$ cat config.mk
export PLATFORM = sky130hd
export DESIGN_NAME = sb_tx_serializer_flat
export DESIGN_NICKNAME = d
export VERILOG_FILES = /design/src/rtl/sb_tx_serializer_pkg.sv /design/src/rtl/sb_tx_serializer_if.sv /design/src/rtl/sb_tx_serializer_crc16.sv /design/src/rtl/sb_tx_serializer.sv /design/src/flat_wrapper.sv
export SDC_FILE = /design/constraint.sdc
export NUM_CORES = 1
export LEC_CHECK = 0
export BUFFER_PORTS_ARGS = -buffer_cell sky130_fd_sc_hd__buf_2
export CORE_ASPECT_RATIO = 1.75
export CORE_MARGIN = 5
export CORE_UTILIZATION = 45
export DETAILED_ROUTE_END_ITERATION = 8
export REMOVE_ABC_BUFFERS = 1
export SKIP_LAST_GASP = 1
export SYNTH_ARGS = -nofsm -noshare
export SYNTH_HDL_FRONTEND = slang
export SYNTH_SLANG_ARGS = --single-unit
$ cat constraint.sdc
create_clock -name sb_clk -period 4.15 [get_ports sb_clk]
set_clock_uncertainty 0.1 [all_clocks]
set_input_delay 0.415 -clock sb_clk [delete_from_list [all_inputs] [get_ports sb_clk]]
set_output_delay 0.415 -clock sb_clk [all_outputs]
set_load 0.02 [all_outputs]
$ cat src/rtl/sb_tx_serializer_pkg.sv
// Shared types and constants for the sideband TX serializer: symbol framing,
// CRC-16 constants, link-state encodings and the CRC state enum.
package sb_tx_pkg;

  localparam int unsigned SB_SYM_W  = 10;
  localparam int unsigned SB_DATA_W = 8;
  localparam int unsigned SB_CRC_W  = 16;
  localparam int unsigned SB_CNT_W  = 4;

  localparam logic [SB_CRC_W-1:0] SB_CRC_POLY = 16'h8005;
  localparam logic [SB_CRC_W-1:0] SB_CRC_INIT = 16'hFFFF;

  localparam logic [SB_CNT_W-1:0] SB_LAST_BIT      = SB_CNT_W'(9);
  localparam logic [SB_CNT_W-1:0] SB_LAST_DATA_BIT = SB_CNT_W'(8);

  typedef enum logic [1:0] {
    DISCONNECTED_S = 2'd0,
    IDLE_S         = 2'd1,
    START          = 2'd2
  } trans_state_e;

  typedef enum logic [1:0] {
    CRC_INIT  = 2'd0,
    CRC_ACCUM = 2'd1,
    CRC_HOLD  = 2'd2
  } crc_state_e;

  // Framed sideband symbol, sent LSB (start bit) first.
  typedef struct packed {
    logic                 stop;
    logic [SB_DATA_W-1:0] data;
    logic                 start;
  } sb_sym_t;

  // Framed CRC slot symbol carrying either the high or the low CRC byte.
  function automatic sb_sym_t crc_slot_sym(input logic [SB_CRC_W-1:0] crc,
                                           input logic                low_byte);
    sb_sym_t s;
    s.stop  = 1'b1;
    s.start = 1'b0;
    s.data  = low_byte ? crc[SB_DATA_W-1:0] : crc[SB_CRC_W-1:SB_DATA_W];
    return s;
  endfunction

endpackage

$ cat src/rtl/sb_tx_serializer_if.sv
// Generator-to-serializer sideband bus. crc_out/crc_valid exist only when
// SB_TX_CRC_OUT_EN is defined.
interface sb_tx_serializer_if;
  import sb_tx_pkg::*;

  sb_sym_t                trans;
  trans_state_e           trans_state;
  logic                   crc_en;
  logic                   sbtx_sel;
  logic                   disconnected_s;
  logic                   sbtx;
  logic                   tx_busy;
`ifdef SB_TX_CRC_OUT_EN
  logic [SB_CRC_W-1:0]    crc_out;
  logic                   crc_valid;
`endif

  modport master (
    output trans, trans_state, crc_en, sbtx_sel, disconnected_s,
`ifdef SB_TX_CRC_OUT_EN
    input  crc_out, crc_valid,
`endif
    input  sbtx, tx_busy
  );

  modport slave (
    input  trans, trans_state, crc_en, sbtx_sel, disconnected_s,
`ifdef SB_TX_CRC_OUT_EN
    output crc_out, crc_valid,
`endif
    output sbtx, tx_busy
  );

endinterface

$ cat src/rtl/sb_tx_serializer_crc16.sv
// Bit-serial CRC-16 register: one data bit per enabled cycle, synchronous
// re-init (highest priority) and a hold input that freezes the value.
module sb_crc16_serial
  import sb_tx_pkg::*;
(
  input  logic                clk,
  input  logic                rst,
  input  logic                init,
  input  logic                en,
  input  logic                hold,
  input  logic                d,
  output logic [SB_CRC_W-1:0] crc
);

  logic [SB_CRC_W-1:0] crc_q;
  logic [SB_CRC_W-1:0] crc_d;
  logic                fb_c;

  always_comb begin
    crc_d = crc_q;
    fb_c  = d ^ crc_q[SB_CRC_W-1];
    if (init) begin
      crc_d = SB_CRC_INIT;
    end else if (en && !hold) begin
      crc_d = {crc_q[SB_CRC_W-2:0], 1'b0} ^ (fb_c ? SB_CRC_POLY : '0);
    end
  end

  always_ff @(posedge clk or posedge rst) begin
    if (rst) begin
      crc_q <= SB_CRC_INIT;
    end else begin
      crc_q <= crc_d;
    end
  end

  assign crc = crc_q;

endmodule

$ cat src/rtl/sb_tx_serializer.sv
// Serialises framed sideband symbols onto SBTX, substituting an on-the-fly
// CRC-16 into the CRC slots. Optional debug ports: SB_TX_CRC_OUT_EN.
module sb_tx_serializer
  import sb_tx_pkg::*;
(
  input logic               sb_clk,
  input logic               rst,
  sb_tx_serializer_if.slave bus
);

  logic [SB_CNT_W-1:0] bit_cnt_q,   bit_cnt_d;
  logic [SB_SYM_W-1:0] shift_reg_q, shift_reg_d;
  logic                sbtx_q,      sbtx_d;
  logic                tx_busy_q,   tx_busy_d;
  logic                crc_slot_q,  crc_slot_d;
  logic                sym_crc_q,   sym_crc_d;
  crc_state_e          crc_state_q, crc_state_d;

  logic                load_c;
  sb_sym_t             load_sym_c;
  logic [SB_CRC_W-1:0] crc_c;
  logic                crc_init_c;
  logic                crc_hold_c;
  logic                crc_upd_c;
  logic                crc_bit_c;

  // Load decision, CRC control and the bit-slot sequencing.
  always_comb begin
    bit_cnt_d   = bit_cnt_q;
    shift_reg_d = shift_reg_q;
    sbtx_d      = sbtx_q;
    tx_busy_d   = tx_busy_q;
    crc_slot_d  = crc_slot_q;
    sym_crc_d   = sym_crc_q;
    crc_state_d = crc_state_q;

    load_c     = (bit_cnt_q == '0) && (bus.trans_state == START) && !bus.disconnected_s;
    load_sym_c = bus.sbtx_sel ? crc_slot_sym(crc_c, crc_slot_q) : bus.trans;
    crc_init_c = bus.disconnected_s || (bus.trans_state != START);
    crc_hold_c = (crc_state_q == CRC_HOLD);
    // shift_reg_q[1] is the bit going out this cycle; data bits sit at bit_cnt 1..8.
    crc_bit_c  = shift_reg_q[1];
    crc_upd_c  = (crc_state_q == CRC_ACCUM) && sym_crc_q &&
                 (bit_cnt_q != '0) && (bit_cnt_q <= SB_LAST_DATA_BIT);

    if (bus.disconnected_s) begin
      bit_cnt_d   = '0;
      shift_reg_d = '0;
      sbtx_d      = 1'b0;
      tx_busy_d   = 1'b0;
      crc_slot_d  = 1'b0;
      sym_crc_d   = 1'b0;
      crc_state_d = CRC_INIT;
    end else if (load_c) begin
      shift_reg_d = load_sym_c;
      bit_cnt_d   = SB_CNT_W'(1);
      sbtx_d      = load_sym_c.start;
      tx_busy_d   = 1'b1;
      sym_crc_d   = bus.crc_en && !bus.sbtx_sel;
      if (bus.sbtx_sel) begin
        crc_slot_d  = !crc_slot_q;
        crc_state_d = CRC_HOLD;
      end else if (bus.crc_en && (crc_state_q != CRC_HOLD)) begin
        crc_state_d = CRC_ACCUM;
      end
    end else if (bit_cnt_q != '0) begin
      // In-flight symbol always completes, whatever trans_state does.
      shift_reg_d = shift_reg_q >> 1;
      sbtx_d      = shift_reg_q[1];
      tx_busy_d   = 1'b1;
      bit_cnt_d   = (bit_cnt_q == SB_LAST_BIT) ? '0 : bit_cnt_q + SB_CNT_W'(1);
    end else begin
      tx_busy_d = 1'b0;
      sbtx_d    = (bus.trans_state == IDLE_S);
    end

    if (!bus.disconnected_s && (bus.trans_state != START)) begin
      crc_state_d = CRC_INIT;
      crc_slot_d  = 1'b0;
    end
  end

  always_ff @(posedge sb_clk or posedge rst) begin
    if (rst) begin
      bit_cnt_q   <= '0;
      shift_reg_q <= '0;
      sbtx_q      <= 1'b0;
      tx_busy_q   <= 1'b0;
      crc_slot_q  <= 1'b0;
      sym_crc_q   <= 1'b0;
      crc_state_q <= CRC_INIT;
    end else begin
      bit_cnt_q   <= bit_cnt_d;
      shift_reg_q <= shift_reg_d;
      sbtx_q      <= sbtx_d;
      tx_busy_q   <= tx_busy_d;
      crc_slot_q  <= crc_slot_d;
      sym_crc_q   <= sym_crc_d;
      crc_state_q <= crc_state_d;
    end
  end

  sb_crc16_serial u_crc (
    .clk  (sb_clk),
    .rst  (rst),
    .init (crc_init_c),
    .en   (crc_upd_c),
    .hold (crc_hold_c),
    .d    (crc_bit_c),
    .crc  (crc_c)
  );

  assign bus.sbtx    = sbtx_q;
  assign bus.tx_busy = tx_busy_q;

`ifdef SB_TX_CRC_OUT_EN
  logic [SB_CRC_W-1:0] crc_out_q,   crc_out_d;
  logic                crc_valid_q, crc_valid_d;

  // Capture the final CRC when the first slot is loaded.
  always_comb begin
    crc_valid_d = load_c && bus.sbtx_sel && !crc_slot_q;
    crc_out_d   = crc_valid_d ? crc_c : crc_out_q;
  end

  always_ff @(posedge sb_clk or posedge rst) begin
    if (rst) begin
      crc_out_q   <= '0;
      crc_valid_q <= 1'b0;
    end else begin
      crc_out_q   <= crc_out_d;
      crc_valid_q <= crc_valid_d;
    end
  end

  assign bus.crc_out   = crc_out_q;
  assign bus.crc_valid = crc_valid_q;
`endif

endmodule

$ cat src/flat_wrapper.sv
// flat-port wrapper written by rule: the top's interface ports become plain ports
module sb_tx_serializer_flat import sb_tx_pkg::*;
  (sb_clk, rst, bus_trans, bus_trans_state, bus_crc_en, bus_sbtx_sel, bus_disconnected_s, bus_sbtx, bus_tx_busy);
  sb_tx_serializer_if bus_i ();
  input logic sb_clk;
  input logic rst;
  input wire logic [$bits(bus_i.trans)-1:0] bus_trans;
  input wire logic [$bits(bus_i.trans_state)-1:0] bus_trans_state;
  input wire logic [$bits(bus_i.crc_en)-1:0] bus_crc_en;
  input wire logic [$bits(bus_i.sbtx_sel)-1:0] bus_sbtx_sel;
  input wire logic [$bits(bus_i.disconnected_s)-1:0] bus_disconnected_s;
  output wire logic [$bits(bus_i.sbtx)-1:0] bus_sbtx;
  output wire logic [$bits(bus_i.tx_busy)-1:0] bus_tx_busy;
  assign bus_i.trans = bus_trans;
  assign bus_i.trans_state = bus_trans_state;
  assign bus_i.crc_en = bus_crc_en;
  assign bus_i.sbtx_sel = bus_sbtx_sel;
  assign bus_i.disconnected_s = bus_disconnected_s;
  assign bus_sbtx = bus_i.sbtx;
  assign bus_tx_busy = bus_i.tx_busy;
  sb_tx_serializer u_core (.sb_clk(sb_clk), .rst(rst), .bus(bus_i));
endmodule
[Word-level counts from Yosys, hierarchy flattened]
Index checks and enable logic that the tools add are counted.
Storage, ports and cells
  register bits after elaboration: 36
  logic and storage cells: 72
  bits of input ports: 17
  output and inout port bits: 2
Operators by class
  equal/unequal tests: 7
  bitwise operators: 2
  order comparisons: 1
  add/subtract/negate cells: 1
  muxes and demuxes: 29
  reduce and logical (&&, ||, !) cells: 24
Operator list (number)
  $mux 16: 3
  $mux 10: 4
  $mux 4: 4
  $xor 16x16->16: 1
  $mux 1: 12
  $mux 2: 5
  $logic_and 1x1->1: 9
  $reduce_bool 3->1: 3
  $mux 8: 1
  $reduce_bool 4->1: 2
  $add 4x1->4 const B: 1
  $eq 2x1->1 const B: 2
  $eq 2x2->1 const B: 2
  $eq 4x4->1 const B: 1
  $le 4x4->1 const B: 1
  $logic_not 1->1: 4
  $logic_not 4->1: 1
  $ne 2x2->1 const B: 2
  $reduce_and 2->1: 2
  $reduce_bool 2->1: 2
  $logic_or 1x1->1: 1
  $xor 1x1->1: 1

[Longest topological paths before layout]
Gate-level depths: netlist of run 1.
  depth after elaboration: 7
  gate-level depth with buffers: 6
  mapped depth without buffers: 3

[Cells and area by module]
From an unflattened synthesis of run 1, not the netlist that was laid out.
Unflattened totals
  cells, all modules: 194
  area total of the unflattened synthesis: 1833.0 sq um
Modules (own cells, without submodules)
  sb_tx_serializer: instances 1, cells each 122, sequential area each 475.5 sq um, area an instance 1099.8 sq um
  sb_crc16_serial: instances 1, cells each 72, sequential area each 420.4 sq um, area an instance 733.2 sq um

[Least setup slack after synthesis of run 1]
OpenSTA, ideal clock, no wires.
  path type: register to register
  start: register u_core.bit_cnt_q[0]
  end: register u_core.crc_slot_q
  setup time: 0.078 ns
  stages on the path, launching flop included: 6
  clock period less this slack: 1.740 ns
  data arrival time: 1.562 ns
  slack: 2.410 ns
  required time: 3.972 ns
  buffers on the path: 2
  cells stage by stage: dfrtp_1 buf_6 or4_4 buf_6 or3_1 a21oi_1
On the way
  longest elaborated chain between the ends: 5
RTL lines
  start, declared: line sb_tx_serializer.sv:11  | logic [SB_CNT_W-1:0] bit_cnt_q, bit_cnt_d;
  start signal, assigned: line sb_tx_serializer.sv:93  | bit_cnt_q <= bit_cnt_d;
  $logic_not 4->1: line sb_tx_serializer.sv:37  | load_c = (bit_cnt_q == '0) && (bus.trans_state == START) && !bus.disconnected_s;
  $logic_and 1x1->1 (2 in a row): line sb_tx_serializer.sv:37
  $reduce_bool 3->1 (no line)
  $reduce_and 2->1 (no line)
  end signal, assigned: line sb_tx_serializer.sv:97  | crc_slot_q <= crc_slot_d;
  end, declared: line sb_tx_serializer.sv:15  | logic crc_slot_q, crc_slot_d;
No other way between the ends.
A chain may end at the register's enable or synchronous reset.

[Final worst setup path of run 1]
Ends and elaborated chain as after synthesis.

==> metrics.txt, run 1 <==
status=finished, final reports clean; syn avg cell area=9.36 µm²; Via density=6.30; post_cts resized=0; DRT Pass-1 Iters=6; NetSw=0.000248 W; commonest non-fill, non-tap cell in the layout=nor2_1; final instance area=2100 µm²; area of the core=4150 µm²; layout cells sized above 1=22.9%; clk_lat worst skew=280 ps; Hold Buf Count CTS=0; clock network power share=32.7%; #FFs+latches synth=35; Worst EP required=4260 ps; PwrDens=392 nW/µm²; Int Power=0.000576 W; pins over their slew limit=0; IO buf count=18; crit-path cells=or4_4, or3_1, a21oi_1; synth warn=0; Root Buffer=clkbuf_8; die area=5720 µm²; drt initial violations=81; CTS tree=yes; relative slew slack=54.5%; Critical Path Source Type=flip-flop; FMAX=0.529 GHz; slowest cell delay on critical path=740 ps; Switching Fraction=30.1%; CTS Buffer Depth=2; initial antenna violation count=0; via count=1,657; CTS sink count=35; dpl cell area=2000 µm²; most frequent cells in the layout=nor2_1, dfrtp_1, o21ai_0, buf_2; post-synthesis mux area share=4.70%; Comb power frac=20.1%; Initial Utilization=46.2%; Worst Hold Class=input port to async pin; global-route wire length before repair=8060 µm; Die Height=96.4 µm; Worst IR Drop VDD=0.000322 V; vias in the first global route=1,630; wire per inst=18.7 µm; largest net degree at the start of global routing=31; Leakage Power=0.824 nW; total global-route track usage=18.5%; DP HPWL=3310 µm; H-Tree Depth=2; Synth top area share=24.8%; max_cap viols=0; Yosys cell types=34; Tmin final=1890 ps; I/O Pins=19; sequential share of the synthesized area=46.7%; CTS clk-pin slew, worst paths=70 ps; combinational family with the most area after synthesis=compound AO/OA/AOI/OAI gates; Worst Tran Pin Value=682 ps; remaining antenna violation count=0; TritonCTS Buffers=5; num rows=31; Post-Route WL=4920 µm; ANT cells=0; Post-Synth Adder-Cell Area=0%; # DRC=0; sequential share of power=47.3%; Setup Buffers After CTS=0; GR Overflow Total=0; Setup CP Type=flip-flop to flip-flop; Chip Width=59.4 µm; Worst path slowest cell=or4_4; XOR/XNOR Fraction of Synth Area=1.37%; fin nets=230; CP Data Arrival Time=2000 ps; synthesized cell area=1920 µm²; Placer Congestion=0.761; Setup crit end kind=flip-flop; Setup TNS=0 ps; Syn-to-layout area delta=9.46%; Syn Inst Count=205; Yosys top cell by area=dfrtp_1; top post-synthesis cells by area=dfrtp_1, dfstp_2, nor4_1, a31oi_1, mux2i_1; final period utilization=45.5%; largest fanout on the critical path=28; complex-gate fraction of the synthesized area=22.7%; Simple-Gate Fraction of Synth Area=18.2%; Fin. Hold Viols=0; RSZ-0062 raised after global routing=false; endpoints failing setup=0
[area by class of cell]
cell class,instances,area (µm²)
Sequential cell,35,896
Multi-Input combinational cell,145,907
Tap cell,49,61.3
Clock buffer,8,100
Inverter,4,15.0
Fill cell,381,2050
Timing Repair Buffer,22,120
[cell usage after synthesis, drive strengths merged]
master and n:
nor2 22, dfrtp 19, o21ai 18, nor4 17
dfstp 16, a31oi 15, a21oi 14, clkbuf 14
mux2i 9, a211o 8, a211oi 8, buf 7
inv 4, nor2b 4, and2 3, nand2 3
nand2b 3, nand3 2, nand3b 2, nor3b 2
o31ai 2, xor2 2, a21bo 1, a311oi 1
and3b 1, nand4 1, nor3 1, o311ai 1
o31a 1, or3 1, or3b 1, or4 1
xnor2 1
[power by group through the flow]
stage / Clock, W / Combinational (W) / Sequential, W
after floorplan: 0 / 0.000107 / 0.000393
after global placement: 0 / 0.000156 / 0.000393
after detailed placement: 0 / 0.000162 / 0.000394
after CTS: 0.000278 / 0.000163 / 0.000389
after global routing: 0.000291 / 0.000182 / 0.000393
final: 0.000269 / 0.000165 / 0.000389
[metal layers]
layer	share of wire, %	vias to the layer above	track usage, %	wire length, µm
met5	0	-	0	0
met4	2.3	0	8.51	112
met3	5.5	8	3.76	269
met2	52	55	31.2	2550
met1	40	816	22.2	1980
li1	-	778	-	-
[critical path: cells and delay by family, from the launching register on]
kind             cells  cell delay (ps)
AO/OA/AOI/OAI        1              140
AND/OR/NAND/NOR      2             1100
flip-flops           1              470
[flip-flops by register name, indices dropped and copies added (netlist names)]
register	cells
u_core.bus.tx_busy	1
u_core.crc_state_q	2
u_core.shift_reg_q	9
u_core.bus.sbtx	1
u_core.crc_slot_q	1
u_core.sym_crc_q	1
u_core.bit_cnt_q	4
u_core.u_crc.crc	16
[stage by stage]
step                util [%]  power [W]  hold slack, ps  worst slack (ps)  cells
floorplan                  -   0.000500             378               731    184
global placement        48.2   0.000549             363              2310    255
detailed placement      48.2   0.000557             381              2280    255
CTS                     50.6   0.000829            76.0              2270    263
global route            50.6   0.000866             106              2190    263
finish                  50.6   0.000823            70.1              2260    263
[worst paths after layout]
check,startpoint,endpoint,slack [ps],cells past startpoint
setup reg to reg,u_core.bit_cnt_q[0]$_DFFE_PP0P_,u_core.crc_slot_q$_DFFE_PP0P_,2260,3
hold reg to reg,u_core.u_crc.crc[15]$_DFFE_PP1P_,u_core.u_crc.crc[15]$_DFFE_PP1P_,460,2
min in group sb_clk,bus_crc_en,u_core.sym_crc_q$_DFFE_PP0P_,320,3
max in group asynchronous,rst,u_core.u_crc.crc[9]$_DFFE_PP1P_,3110,3
hold / removal,rst,u_core.shift_reg_q[9]$_DFFE_PP0P_,70,2
setup / recovery,u_core.bit_cnt_q[0]$_DFFE_PP0P_,u_core.crc_slot_q$_DFFE_PP0P_,2260,3
[kinds of logic after synthesis]
family | after synthesis
buf+inv | 25
compound gates | 69
simple gates | 64
mux | 9
flops | 35
xor+xnor | 3
(Power assumes the default switching activity.)
==> run 2: changes to the inputs <==
PLACE_DENSITY = 0.66   (was default)
clock period = 1.65 ns   (was 4.15 ns; I/O delays follow)
==> metrics.txt, run 2 (synthesized netlist as in run 1, its figures left out) <==
CP Data Arrival Time=1750 ps (-250 ps); Initial Utilization=46.2% (unchanged); Worst Tran Pin Value=453 ps (-229 ps); FMAX=0.598 GHz (+13%); Critical Path Source Type=flip-flop; # DRC=0 (unchanged); Setup TNS=-22.7 ps (-22.7 ps); commonest non-fill, non-tap cell in the layout=nor2_1; Die Height=96.4 µm (unchanged); sequential share of power=43.9% (-3.4 points); CTS tree=yes; Seq. cell area=900 µm² (+0.42%); initial antenna violation count=0 (unchanged); relative slew slack=69.8% (+15 points); Fin. Hold Viols=0 (unchanged); vias in the first global route=1,623 (-0.43%); crit path setup slack, layout=-22.7 ps (-2280 ps); global-route wire length before repair=7900 µm (-2.0%); NetSw=0.000712 W (+190%); Comb power frac=26.3% (+6.2 points); Int Power=0.00151 W (+160%); pins over their slew limit=0 (unchanged); RSZ-0062 raised after global routing=true; Worst IR Drop VDD=0.000641 V (+99%); violated checks=setup timing; Leakage Power=0.931 nW (+13%); Tmin final=1670 ps (-217 ps); TritonCTS Buffers=5 (unchanged); endpoints failing setup=1 (+1); drt initial violations=69 (-15%); Final Power=0.00222 W (+170%); Via density=6.01 (-4.7%); Syn-to-layout area delta=22.9%; fin nets=249 (+8.3%); DP HPWL=3280 µm (-0.74%); Post-Route WL=5120 µm (+4.1%); Post-Place Worst Slack=31.8 ps (-2250 ps); Setup crit end kind=flip-flop; remaining antenna violation count=0 (unchanged); IO buf count=18 (unchanged); H-Tree Depth=2 (unchanged); Root Buffer=clkbuf_8; total global-route track usage=18.6% (about the same); wire per inst=18.1 µm (-2.9%); Worst EP required=1730 ps (-2530 ps); most frequent cells in the layout=nor2_1, buf_2, buf_4, dfrtp_1, dfstp_2; status=finished, violations left; num rows=31 (unchanged); multi-input logic area=986 µm² (+8.7%); largest fanout on the critical path=12 (-57%); Placer Congestion=0.859 (+13%); I/O Pins=19 (unchanged); Finished Core Util=56.8% (+6.2 points); final period utilization=101% (+56 points); Worst Hold Class=input port to flip-flop; max_cap viols=0 (unchanged); layout cells sized above 1=34.3% (+11 points); ANT cells=0 (unchanged); DRT Pass-1 Iters=4 (-2); CTS sink count=35 (unchanged); Switching Fraction=32.0% (+1.9 points); largest net degree at the start of global routing=36 (+16%); CTS clk-pin slew, worst paths=80 ps (about the same); PwrDens=944 nW/µm² (+140%); die area=5720 µm² (unchanged); Chip Width=59.4 µm (unchanged); Setup CP Type=flip-flop to flip-flop; area of the core=4150 µm² (unchanged); clock network power share=29.9% (-2.8 points); GR Overflow Total=0 (unchanged); clk_lat worst skew=300 ps (+20 ps); Fin Hold WS=48.6 ps (-21.5 ps); max reg flops=16 (unchanged); CTS Buffer Depth=2 (unchanged); via count=1,694 (+2.2%); Fill cells=377 (-1.0%)
==> run 2: final cells by class <==
cell class,count,share of cell area (%)
clock buffers,7,3.66
clock inverters,1,0.212
inverters,4,0.637
multi-input cells,145,41.8
flip-flops and latches,35,38.2
well taps,49,2.60
repair buffers,41,12.9
==> run 2: worst max-delay path: stages (launching register included) <==
cell and delay [ps]:
dfrtp_2 450, or4_4 540, buf_4 200, a21oi_1 180, a211oi_2 90
==> run 2: repair_timing <==
| item | CTS | global route |
|---|---|---|
| buffers inserted | 0 | 1 |
| hold buffers | 2 | 0 |
| endpoints found under the setup margin | 0 | 24 |
| resized for setup | 0 | 31 |
| hold endpoints to repair | 20 | 0 |
==> run 2: final timing paths <==
check                                                  from  slack [ps]  depth (start not counted)                           endpoint
min                                            bus_trans[0]          50                          3          u_core.bus.sbtx$_DFF_PP0_
min reg2reg                u_core.u_crc.crc[15]$_DFFE_PP1P_         450                          2   u_core.u_crc.crc[15]$_DFFE_PP1P_
min in group asynchronous                               rst         410                          4  u_core.shift_reg_q[2]$_DFFE_PP0P_
max reg2reg                 u_core.bit_cnt_q[1]$_DFFE_PP0P_         -20                          4  u_core.shift_reg_q[7]$_DFFE_PP0P_
max                         u_core.bit_cnt_q[1]$_DFFE_PP0P_         -20                          4  u_core.shift_reg_q[7]$_DFFE_PP0P_
max in group asynchronous                               rst         690                          4   u_core.u_crc.crc[11]$_DFFE_PP1P_
==> run 2: layer usage <==
layer / part of all wire (%) / wire [µm] / track usage (%)
met1: 42 / 2150 / 23.3
met2: 51 / 2620 / 29.6
met3: 5.3 / 269 / 3.89
met4: 1.4 / 72 / 9.26
met5: 0 / 0 / 0
==> run 2: through the flow <==
stage,instances,cell area [µm²]
3_3_place_gp,269,2130
3_5_place_dp,269,2130
4_1_cts,279,2240
5_1_grt,282,2360
6_report,282,2360
2_1_floorplan,184,1810
==> run 2: power by group through the flow <==
stage	clock network, W	logic (W)	registers, W
finish	0.000664	0.000584	0.000976
global route	0.000709	0.000630	0.000981
CTS	0.000672	0.000474	0.000969
detailed placement	0	0.000467	0.000983
global placement	0	0.000467	0.000982
floorplan	0	0.000268	0.000988
==> run 3: changes to the inputs <==
CORE_UTILIZATION = 35   (was 45)
CTS_BUF_LIST = sky130_fd_sc_hd__clkbuf_4 sky130_fd_sc_hd__clkbuf_8 sky130_fd_sc_hd__clkbuf_16   (was default)
PLACE_DENSITY = default   (was 0.66)
TNS_END_PERCENT = 100   (was default)
==> metrics.txt, run 3 (synthesized netlist as in run 1, its figures left out) <==
dpl cell area=2170 µm² (+1.8%); R2R Path End=u_core.u_crc.crc[4]$_DFFE_PP1P_; multi-input logic area=942 µm² (-4.4%); pins over their slew limit=0 (unchanged); Leakage Power=0.932 nW (about the same); Die Height=108 µm (+12%); status=finished, final reports clean; I/O Pins=19 (unchanged); Final Power=0.00218 W (-2.1%); Worst path slowest cell=dfrtp_2; CTS Buffer Depth=2 (unchanged); Worst Hold Class=input port to flip-flop; Worst Tran Pin Value=452 ps (-1.03 ps); CP Depth=4 (unchanged); CTS sink count=35 (unchanged); drt initial violations=76 (+10%); largest fanout on the critical path=11 (-1); CP Buf/Inv Count=1 (unchanged); Tmin final=1640 ps (-36.5 ps); vias in the first global route=1,624 (+0.062%); total global-route track usage=15.0% (-3.6 points); R2R setup slack=10 ps (+40 ps); DRT Pass-1 Iters=4 (unchanged); cells on worst reg2reg path=4 (unchanged); max_cap viols=0 (unchanged); hold path depth=3 (unchanged); ANT cells=0 (unchanged); layout cells sized above 1=33.3% (-1.0 points); Worst EP required=1750 ps (+20 ps); crit path setup slack, layout=13.8 ps (+36.5 ps); endpoints failing setup=0 (-1); Setup crit end kind=flip-flop; Post-Place Worst Slack=-25.1 ps (-56.8 ps); # DRC=0 (unchanged); Placer Congestion=0.800 (-6.8%); Worst IR Drop VDD=0.000354 V (-45%); worst reg2reg startpoint=u_core.bit_cnt_q[2]$_DFFE_PP0P_; Fin. Hold Viols=0 (unchanged); IO buf count=18 (unchanged); Post-Route WL=5030 µm (-1.7%); relative slew slack=69.9% (about the same); CTS tree=yes; Seq. cell area=901 µm² (+0.14%); area of the core=5300 µm² (+28%); Syn-to-layout area delta=23.0% (about the same); RSZ-0062 raised after global routing=true; final period utilization=99.2% (-2.2 points); hold_sp=bus_trans[0]; initial antenna violation count=0 (unchanged); remaining antenna violation count=0 (unchanged); via count=1,701 (+0.41%); NetSw=0.000652 W (-8.6%); crit-path cells=o31a_1, buf_12, nor4_1, o21ai_0; global-route wire length before repair=8160 µm (+3.2%); most frequent cells in the layout=nor2_1, buf_4, buf_2, o21ai_0, dfstp_2; Int Power=0.00153 W (+0.88%); slowest cell delay on critical path=450 ps (-90 ps); TritonCTS Buffers=5 (unchanged); CP Data Arrival Time=1730 ps (-20 ps); Comb power frac=22.6% (-3.7 points); clk_lat worst skew=280 ps (-20 ps); Setup CP Type=flip-flop to flip-flop; die area=7120 µm² (+24%); clock network power share=32.6% (+2.7 points); wire per inst=16.3 µm (-10%); Initial Utilization=36.2% (-10 points); commonest non-fill, non-tap cell in the layout=nor2_1; sequential share of power=44.8% (+0.9 points); Fill cells=537 (+42%); Root Buffer=clkbuf_8; H-Tree Depth=2 (unchanged); Switching Fraction=29.9% (-2.1 points); GR Overflow Total=0 (unchanged); PwrDens=923 nW/µm² (-2.2%); Chip Width=66.0 µm (+11%); Hold Path Sink=u_core.bus.sbtx$_DFF_PP0_; crit-path leading delay family=compound AO/OA/AOI/OAI gates; DP HPWL=3490 µm (+6.3%); max reg flops=16 (unchanged); Critical Path Source Type=flip-flop; num rows=35 (+13%); CTS clk-pin slew, worst paths=70 ps (about the same); Via density=5.52 (-8.1%); FMAX=0.611 GHz (+2.2%); fin nets=250 (+0.40%); final instance area=2360 µm² (about the same); largest net degree at the start of global routing=36 (unchanged)
[run 3: cell count changes in the layout (fill, tap and decap cells not counted), moves of 4 or more]
cell / delta
a211oi_1: +5
nor4_1: -4
o21ai_1: -5
o21ai_0: +5
a211oi_2: -5
nor4_2: +5
[run 3: repair_timing]
| item | 4_1_cts | 5_1_grt |
|---|---|---|
| hold buffers | 2 | 0 |
| pin swaps | 0 | 2 |
| cloned | 0 | 0 |
| gates resized for setup | 4 | 9 |
| setup buffers | 0 | 3 |
| endpoints found under the setup margin | 19 | 27 |
| endpoints found under the hold margin | 20 | 0 |
[run 3: through the flow]
step,TNS (ps),cells,util [%],hold slack (ps)
detailed placement,-116,295,40.9,196
global route,-152,308,44.5,66.2
CTS,0,305,43.5,65.1
global placement,0,295,40.9,188
finish,0,308,44.5,65.7
floorplan,-46450,184,-,128
[run 3: worst register-to-register path, stage by stage (launching register included)]
cell and delay [ps]:
dfrtp_2 450, o31a_1 410, buf_12 180, nor4_1 260, o21ai_0 150
[run 3: final cells by class]
cell class / instances / area share [%]
Multi-Input combinational cell: 145 / 39.9
Sequential cell: 35 / 38.2
Timing Repair Buffer: 42 / 12.9
Clock buffer: 8 / 4.40
Tap cell: 74 / 3.93
Inverter: 4 / 0.637
[run 3: worst max-delay path by stage]
stage	startpoint	to
after CTS	u_core.bit_cnt_q[0]$_DFFE_PP0P_	u_core.crc_state_q[1]$_DFFE_PP0P_
after global placement	u_core.bit_cnt_q[0]$_DFFE_PP0P_	u_core.u_crc.crc[1]$_DFFE_PP1P_
after detailed placement	u_core.bit_cnt_q[0]$_DFFE_PP0P_	u_core.u_crc.crc[4]$_DFFE_PP1P_
after global routing	u_core.bit_cnt_q[1]$_DFFE_PP0P_	u_core.u_crc.crc[0]$_DFFE_PP1P_
final	u_core.bit_cnt_q[2]$_DFFE_PP0P_	u_core.u_crc.crc[4]$_DFFE_PP1P_
after floorplan	u_core.bit_cnt_q[0]$_DFFE_PP0P_	u_core.bit_cnt_q[0]$_DFFE_PP0P_
[run 3: routing by layer]
| layer | global-route usage [%] | wire length, µm |
|---|---|---|
| met5 | 0 | 0 |
| met1 | 17.5 | 1980 |
| met2 | 25.2 | 2600 |
| met4 | 8.58 | 195 |
| met3 | 2.81 | 252 |
[run 3: power groups by stage]
| stage | clock [W] | combinational (W) | sequential, W |
|---|---|---|---|
| floorplan | 0 | 0.000268 | 0.000988 |
| global placement | 0 | 0.000464 | 0.000988 |
| detailed placement | 0 | 0.000467 | 0.000989 |
| CTS | 0.000723 | 0.000481 | 0.000975 |
| global route | 0.000761 | 0.000543 | 0.000986 |
| finish | 0.000709 | 0.000492 | 0.000976 |
